==> config.mk <==
export PLATFORM = sky130hd
export DESIGN_NAME = configs_loader
export DESIGN_NICKNAME = d
export VERILOG_FILES = /design/src/rtl/configs_loader_pkg.sv /design/src/rtl/configs_loader.sv
export SDC_FILE = /design/constraint.sdc
export NUM_CORES = 1
export LEC_CHECK = 0
export CAP_MARGIN = 20
export CORE_ASPECT_RATIO = 1.25
export CORE_MARGIN = 1.5
export CORE_UTILIZATION = 42
export CTS_BUF_LIST = sky130_fd_sc_hd__clkbuf_4
export DETAILED_ROUTE_END_ITERATION = 12
export PLACE_DENSITY = 0.87
export SETUP_SLACK_MARGIN = 0.1
export SLEW_MARGIN = 25
export SYNTH_ARGS = -nofsm -noshare
export SYNTH_HDL_FRONTEND = slang
export SYNTH_SLANG_ARGS = --single-unit
==> constraint.sdc <==
create_clock -name clk -period 1.4 [get_ports clk]
set_clock_uncertainty 0.05 [all_clocks]
set_input_delay 0.28 -clock clk [delete_from_list [all_inputs] [get_ports clk]]
set_output_delay 0.28 -clock clk [all_outputs]
set_load 0.005 [all_outputs]
==> src/rtl/configs_loader_pkg.sv <==
// Shared definitions for the configuration loader: the FSM state encoding,
// the default geometry, and the index-width helper.
package configs_loader_pkg;

  localparam int DEF_NUM_WORDS = 36;
  localparam int DEF_WORD_W    = 32;
  localparam int DEF_IDX_W     = $clog2(DEF_NUM_WORDS);

  typedef enum logic [2:0] {
    IDLE,
    WAIT_WORD,
    SETUP,
    STROBE,
    HOLD,
    DONE
  } state_e;

  // Width of the word index. It is never narrower than one bit, so a
  // single-word configuration still has a legal index register.
  function automatic int idx_width(input int n);
    return (n > 1) ? $clog2(n) : 1;
  endfunction

endpackage

==> src/rtl/configs_loader.sv <==
// Configuration loader. It takes config words over a valid/ready handshake
// and writes each one into a latch array. Every word goes through four
// cycles: it is captured, then held for one cycle of setup, then strobed
// with a one-hot enable, then held one more cycle. All outputs come from
// registers, so the latch array never sees a glitch on its enables.
module configs_loader
  import configs_loader_pkg::*;
#(
  parameter int NUM_WORDS = DEF_NUM_WORDS,
  parameter int WORD_W    = DEF_WORD_W
) (
  input  logic                 clk,
  input  logic                 reset,
  input  logic                 io_start,
  input  logic                 io_in_valid,
  output logic                 io_in_ready,
  input  logic [WORD_W-1:0]    io_in_bits,
  output logic [WORD_W-1:0]    io_d_out,
  output logic [NUM_WORDS-1:0] io_configs_en,
  output logic                 io_busy,
  output logic                 io_done,
  output logic [WORD_W-1:0]    io_checksum
);

  localparam int                IDX_W    = idx_width(NUM_WORDS);
  localparam logic [IDX_W-1:0]  IDX_LAST = IDX_W'(NUM_WORDS - 1);

  state_e                 state_q, state_d;
  logic [IDX_W-1:0]       idx_q, idx_d;
  logic [WORD_W-1:0]      d_out_q, d_out_d;
  logic [WORD_W-1:0]      chk_q, chk_d;
  logic [NUM_WORDS-1:0]   en_q, en_d;
  logic                   ready_q, ready_d;
  logic                   busy_q, busy_d;
  logic                   done_q, done_d;

  // Next-state logic. Each registered output is decoded from the next
  // state, so it lines up with the state it describes.
  always_comb begin
    // NOTE: every signal gets a default before the case statement. If any
    // path left a signal unassigned, synthesis would infer a latch.
    state_d = state_q;
    idx_d   = idx_q;
    d_out_d = d_out_q;
    chk_d   = chk_q;

    unique case (state_q)
      IDLE, DONE: begin
        if (io_start) begin
          state_d = WAIT_WORD;
          idx_d   = '0;
          chk_d   = '0;
        end
      end
      WAIT_WORD: begin
        if (io_in_valid && ready_q) begin
          d_out_d = io_in_bits;
          chk_d   = chk_q ^ io_in_bits;
          state_d = SETUP;
        end
      end
      SETUP:  state_d = STROBE;
      STROBE: state_d = HOLD;
      HOLD: begin
        if (idx_q == IDX_LAST) begin
          state_d = DONE;
        end else begin
          idx_d   = idx_q + IDX_W'(1);
          state_d = WAIT_WORD;
        end
      end
      default: state_d = IDLE;
    endcase

    ready_d = (state_d == WAIT_WORD);
    busy_d  = state_d inside {WAIT_WORD, SETUP, STROBE, HOLD};
    done_d  = (state_d == DONE);

    // The enable decode is inline. The index does not change between
    // SETUP and STROBE, so idx_q already selects the word being strobed.
    en_d = '0;
    if (state_d == STROBE) begin
      en_d[idx_q] = 1'b1;
    end
  end

  // State and output registers. Reset is synchronous and takes priority
  // over start and over any accept in flight.
  always_ff @(posedge clk) begin
    // NOTE: sequential state uses non-blocking assignments only. All the
    // registers then update together at the edge, whatever order the
    // statements appear in.
    if (reset) begin
      state_q <= IDLE;
      idx_q   <= '0;
      d_out_q <= '0;
      chk_q   <= '0;
      en_q    <= '0;
      ready_q <= 1'b0;
      busy_q  <= 1'b0;
      done_q  <= 1'b0;
    end else begin
      state_q <= state_d;
      idx_q   <= idx_d;
      d_out_q <= d_out_d;
      chk_q   <= chk_d;
      en_q    <= en_d;
      ready_q <= ready_d;
      busy_q  <= busy_d;
      done_q  <= done_d;
    end
  end

  assign io_in_ready   = ready_q;
  assign io_d_out      = d_out_q;
  assign io_configs_en = en_q;
  assign io_busy       = busy_q;
  assign io_done       = done_q;
  assign io_checksum   = chk_q;

endmodule

==> flow_summary.ini, run 1 <==
[global_routing]
grt_max_degree = 44
grt_pass1_vias = 4016
antenna_found_initial = 0
grt_first_pass_wirelength_um = 18380
grt_usage_pct = 21.93
busiest_layer = met2
gr-total-overflow = 0
use_met3_pct = 4.914
gr-usage-met2_pct = 39.46
grt.met1_usage_pct = 23.64

[die]
fp-row-count = 40
coreArea_sq_um = 9609
die_y_um = 114.2
die_w_um = 91.98
start_util_pct = 43.26
io_pins = 139
die-area_sq_um = 10510

[route]
routed_wl_um = 12510
via_per_inst = 5.123
wl_per_cell_um = 15.54
drtAntennaViolNets = 0
drc_errors = 0
vias = 4124
drt-initial-drc-count = 145
dr.pass1.iters = 4

[logic_synthesis]
yosys_warnings = 0
synth_top_area_share_pct = 53.94
synth_cell_types = 44
syn_area_sq_um = 4156
yosysSeqAreaShare_pct = 53.94
synth_seq_cells = 112
avgSynthCellArea_sq_um = 8.696
syn_inst = 478
netlist_top_cells_area = dfxtp_1 (54%), a21oi_1 (8.3%), nand2_1 (6.1%)
post-synth-top-area-cell = dfxtp_1
synth_nets = 515

[status]
violations = setup timing
status = complete, but fails checks

[cts]
cts_tree = done
clockBufferDepth = 2
path_clk_slew_ns = 0.17
clock_sinks = 112
cts_max_level = 3
clkLatencyLatePin_ns = 0.46
numCtsBuffers = 9
cts_root_buffer = clkbuf_4

[worst_hold_path]
hp-class = input port to flip-flop
holdCritStartpoint = reset

[critical_path]
crit_buf_inv = 1
crit_fanout = 43
cp.arrival_ns = 1.99
max_stage_delay_ns = 0.38
crit_required_ns = 1.75
cpLargestDelayFamily = simple AND/OR/NAND/NOR gates
path_cells = or2_4 -> a2bb2oi_4 -> buf_12 -> or3_1 -> a21oi_1
critPathKind = flip-flop to flip-flop
startpoint = state_q[1]
slowest_stage = dfxtp_2
cp-end-kind = flip-flop
start_kind = flip-flop
r2r_start = state_q[1]

[sta]
whs_ns = 0.1784
fin_crit_sh_pct = 117.5
slew-limit-headroom_pct = 77.97
slew_violations = 0
worstMarginPinSlew_ns = 0.3304
min_period_ns = 1.644
setup_ws_ns = -0.2444
report.final.hold_viol_count = 0
rsz0062_at_grt = yes
fmax_mhz = 608.1
finalSetupViolCount = 94

[power_and_ir_drop]
leakagePower_nw = 2.765
total_power_mw = 6.076
power_density_nw_per_um2 = 940.0
ir_drop_mv = 0.6821

[finish]
fin_area_sq_um = 6464
antenna_cells = 0
fill_cells = 744
drive_above_1_share_pct = 51.25
nNetsFinal = 711
synthToLayoutAreaGrowth_pct = 55.51

[placement]
placed_area_sq_um = 5956
gp_congestion = 0.8416
pre_cts_ws_ns = -0.4973
port_buffers = 138
place_hpwl_um = 7859

[run]
drv_cap = 0
cells in the final DEF, fill, tap and decap left out, types with 6 or more instances in the layout:
| master | n |
|---|---|
| o21ai_0 | 28 |
| buf_12 | 6 |
| dfxtp_2 | 78 |
| clkbuf_4 | 10 |
| nand3b_1 | 6 |
| nand2_1 | 55 |
| a21oi_2 | 31 |
| dfxtp_1 | 32 |
| nor2_1 | 40 |
| or3_1 | 31 |
| inv_1 | 33 |
| buf_4 | 58 |
| buf_2 | 71 |
| o21ai_1 | 7 |
| buf_6 | 39 |
| clkdlybuf4s50_1 | 34 |
| a21oi_1 | 39 |
| nand2_2 | 13 |
per-stage QoR:
| step | setup TNS, ns | utilization (%) | cells |
|---|---|---|---|
| after floorplan | -2.391 | - | 478 |
| after global placement | -29.33 | 61.98 | 753 |
| after detailed placement | -31.85 | 61.98 | 753 |
| after CTS | -9.708 | 61.55 | 795 |
| after global routing | -15.79 | 67.27 | 805 |
| final | -10.98 | 67.27 | 805 |
worst reg2reg max path, delay by kind of cell, from the launching register on:
| kind | cells | cell delay (ns) |
|---|---|---|
| flops | 1 | 0.38 |
| compound gates | 2 | 0.34 |
| buf+inv | 1 | 0.18 |
| simple gates | 2 | 0.64 |
final cells by class:
cell class | count | area [sq um] | area share, %
clock buffer | 10 | 75.07 | 1.161
clock inverter | 6 | 83.83 | 1.297
inverter | 33 | 123.9 | 1.916
multi-input combinational | 305 | 1891 | 29.25
sequential | 112 | 2347 | 36.31
tap | 126 | 157.7 | 2.439
timing repair buffer | 213 | 1785 | 27.62
cell usage after synthesis:
cell	instances
or3b_2	2
o21ai_0	29
o211ai_1	1
or4_4	2
o21ai_1	6
buf_6	6
a21oi_1	69
nand4_1	1
a21o_1	2
nor2_1	43
clkbuf_1	14
nor2b_1	1
mux2i_1	2
nand4bb_1	1
or3b_4	1
or4_1	1
dfxtp_1	112
or3b_1	1
buf_4	1
nand2b_1	5
a2111oi_0	1
nor3_1	4
and2b_1	1
o21a_1	4
nor3b_1	1
nand2_1	68
or2_2	1
nand3_1	2
nor3b_4	1
or2_1	1
or3_1	34
o31ai_1	2
nor4_2	1
a21oi_2	2
nor2b_2	1
buf_2	9
nand3b_1	6
nor3_2	1
xnor2_2	1
ha_1	1
nand3_4	1
nor4_1	1
inv_1	33
a2bb2oi_4	1
state kept, by name (all words and copies together) (netlist names):
signal / count
idx_q: 6
io_busy: 1
io_checksum: 32
io_configs_en: 36
io_d_out: 32
io_done: 1
io_in_ready: 1
state_q: 3
layer usage:
| metal | vias up | part of all wire, % |
|---|---|---|
| li1 | 1983 | - |
| met1 | 1940 | 37 |
| met2 | 165 | 53 |
| met3 | 36 | 6.8 |
| met4 | 0 | 3.3 |
| met5 | - | 0 |
kinds of logic after synthesis:
| group | share of synthesized area (%) |
|---|---|
| and+or+nand+nor | 22.34 |
| xor gates and xnor gates | 0.3914 |
| AOI/OAI and AO/OA | 15.41 |
| adders and majority gates | 0.3010 |
| muxes | 0.4817 |
| buffers and inverters | 7.134 |
| DFF | 53.94 |
where the power goes:
| group | switching (mW) | internal, mW | leakage, nW |
|---|---|---|---|
| sequential | 0.0701 | 3.29 | 0.945 |
| combinational | 0.441 | 0.504 | 1.73 |
| clock | 1.03 | 0.741 | 0.0901 |
| total | 1.54 | 4.54 | 2.76 |
worst paths after layout:
path / endpoint / slack, ns / cells past startpoint
hold reg to reg: io_d_out[2] / 0.42 / 2
setup reg to reg: io_checksum[12] / -0.24 / 5
setup / recovery: io_checksum[12] / -0.24 / 5
hold / removal: state_q[2] / 0.18 / 3
repair_timing:
item,in CTS,in global routing
gates resized for setup,490,96
pin swaps,2,23
hold buffers,0,0
setup endpoints to repair,214,160
gates cloned,3,3
buffers inserted,23,7
No activity file was read; power rests on OpenSTA's default activity.
==> inputs of run 2 (changes only) <==
CORE_MARGIN = unset   (was 1.5)
==> run 2 against run 1 <==
Against the previous run: critical path depth is 1 lower; final cell count up 0.12%; sequential share of layout area shrank 1.1 points; non-clock buffer count did not move; largest cell class unchanged; sequential power is essentially flat; the flow still finishes with violations (setup timing); global-route usage grew 2.1 points; worst setup slack better by 0.026 ns; utilization up 2.2 points; via count rose by 1.6%.
==> flow_summary.ini, run 2 (synthesis gave the netlist of run 1 again) <==
[worst_hold_path]
hp-class = input port to flip-flop
min_to = io_configs_en[34]
holdCritStartpoint = reset
holdPathStages = 3

[run]
drv_cap = 0

[finish]
drive_above_1_share_pct = 57.65
fill_cells = 732
fin_cells = 806
layout_commonest_cell = dfxtp_2
regArea_sq_um = 2351
largest_register_ffs = 36
antenna_cells = 0
multi_input_area_sq_um = 2138
synthToLayoutAreaGrowth_pct = 60.69
nNetsFinal = 712
fin_area_sq_um = 6679
layout_common_cells = dfxtp_2 (78), buf_2 (72), nand2_1 (65), buf_4 (51), buf_6 (48)

[cts]
clkLatencyLatePin_ns = 0.47
cts_root_buffer = clkbuf_4
cts_tree = done
numCtsBuffers = 9
clockBufferDepth = 2
cts_max_level = 3
clock_sinks = 112
path_clk_slew_ns = 0.17

[sta]
finalSetupViolCount = 109
setup_ws_ns = -0.2188
slew-limit-headroom_pct = 72.92
min_period_ns = 1.619
report.final.hold_viol_count = 0
setup-tns-final_ns = -14.33
rsz0062_at_grt = yes
fmax_mhz = 617.7
fin_crit_sh_pct = 115.6
slew_violations = 0
whs_ns = 0.1427
worstMarginPinSlew_ns = 0.4053

[critical_path]
reg2reg_depth = 4
slowest_stage = or3b_4
cpLargestDelayFamily = simple AND/OR/NAND/NOR gates
start_kind = flip-flop
crit_fanout = 8
crit_required_ns = 1.74
crit_buf_inv = 0
cp.arrival_ns = 1.96
critPathKind = flip-flop to flip-flop
r2r_start = state_q[0]
r2r_end = io_configs_en[0]
max_stage_delay_ns = 0.51
path_cells = nand2b_4 -> nor4_4 -> or3b_4 -> nor2_2
r2r_slack_ns = -0.22
cp-end-kind = flip-flop

[placement]
place_hpwl_um = 7803
placed_area_sq_um = 5936
port_buffers = 138
pre_cts_ws_ns = -0.5650
gp_congestion = 0.8178
dp.cells = 752

[die]
io_pins = 139
start_util_pct = 43.26
die_w_um = 90.98
die_y_um = 113.2
fp-row-count = 40
die-area_sq_um = 10300
coreArea_sq_um = 9609

[global_routing]
gr-total-overflow = 0
grt_first_pass_wirelength_um = 19510
grt_max_degree = 25
grt_usage_pct = 24.01
grt_pass1_vias = 4091
antenna_found_initial = 0

[power_and_ir_drop]
power_density_nw_per_um2 = 873.9
leakagePower_nw = 2.763
ir_drop_mv = 0.5168

[route]
vias = 4188
via_per_inst = 5.196
dr.pass1.iters = 4
drtAntennaViolNets = 0
routed_wl_um = 12930
wl_per_cell_um = 16.04
drt-initial-drc-count = 205
drc_errors = 0

[status]
status = complete, but fails checks
violations = setup timing
## run 2: report_power, final
group	internal (mW)	leakage, nW	total, mW	switching [mW]
combinational	0.540	1.75	1.02	0.476
sequential	3.29	0.946	3.36	0.0728
clock	0.388	0.0720	1.46	1.07
total	4.22	2.76	5.84	1.62
## run 2: stage by stage
| step | util (%) | total power [mW] |
|---|---|---|
| finish | 69.51 | 5.837 |
| floorplan | - | 3.794 |
| global placement | 61.77 | 4.166 |
| CTS | 63.87 | 5.695 |
| global route | 69.51 | 6.098 |
| detailed placement | 61.77 | 4.202 |
## run 2: what timing repair did
item | in CTS | in global routing
resized for setup | 528 | 122
setup endpoints to repair | 214 | 171
gates cloned | 6 | 0
pin swaps | 8 | 16
buffers inserted | 26 | 6
hold buffers | 0 | 0
## run 2: area by class of cell
cell class              instances  share of cell area [%]
repair buffers                213                   26.68
well taps                     126                   2.360
inverters                      33                   1.855
clock buffers                   9                   1.012
flip-flops and latches        112                   35.20
clock inverters                 7                  0.8805
multi-input cells             306                   32.02
## run 2: tightest hold or removal path: cells and delay by family
kind / cells / cell delay, ns
AND/OR/NAND/NOR: 2 / 0.21
buffers and inverters: 1 / 0.14
## run 2: metal layers
| metal | vias up | share of wire (%) | routed length (um) | track usage, % |
|---|---|---|---|---|
| met2 | 162 | 54 | 7002 | 45.20 |
| met4 | 0 | 3.3 | 429 | 11.96 |
| met5 | - | 0 | 0 | 0 |
| li1 | 1979 | - | - | - |
| met1 | 2015 | 36 | 4692 | 25.09 |
| met3 | 32 | 6.2 | 802 | 5.040 |
## run 2: worst max-delay path by stage
stage / start / endpoint / slack, ns / cells past startpoint
floorplan: idx_q[3] / io_configs_en[35] / -0.11 / 4
CTS: state_q[1] / io_checksum[6] / -0.20 / 5
global route: state_q[0] / io_configs_en[6] / -0.30 / 4
global placement: io_start / idx_q[3] / -0.52 / 5
detailed placement: io_start / idx_q[0] / -0.56 / 6
finish: state_q[0] / io_configs_en[0] / -0.22 / 4
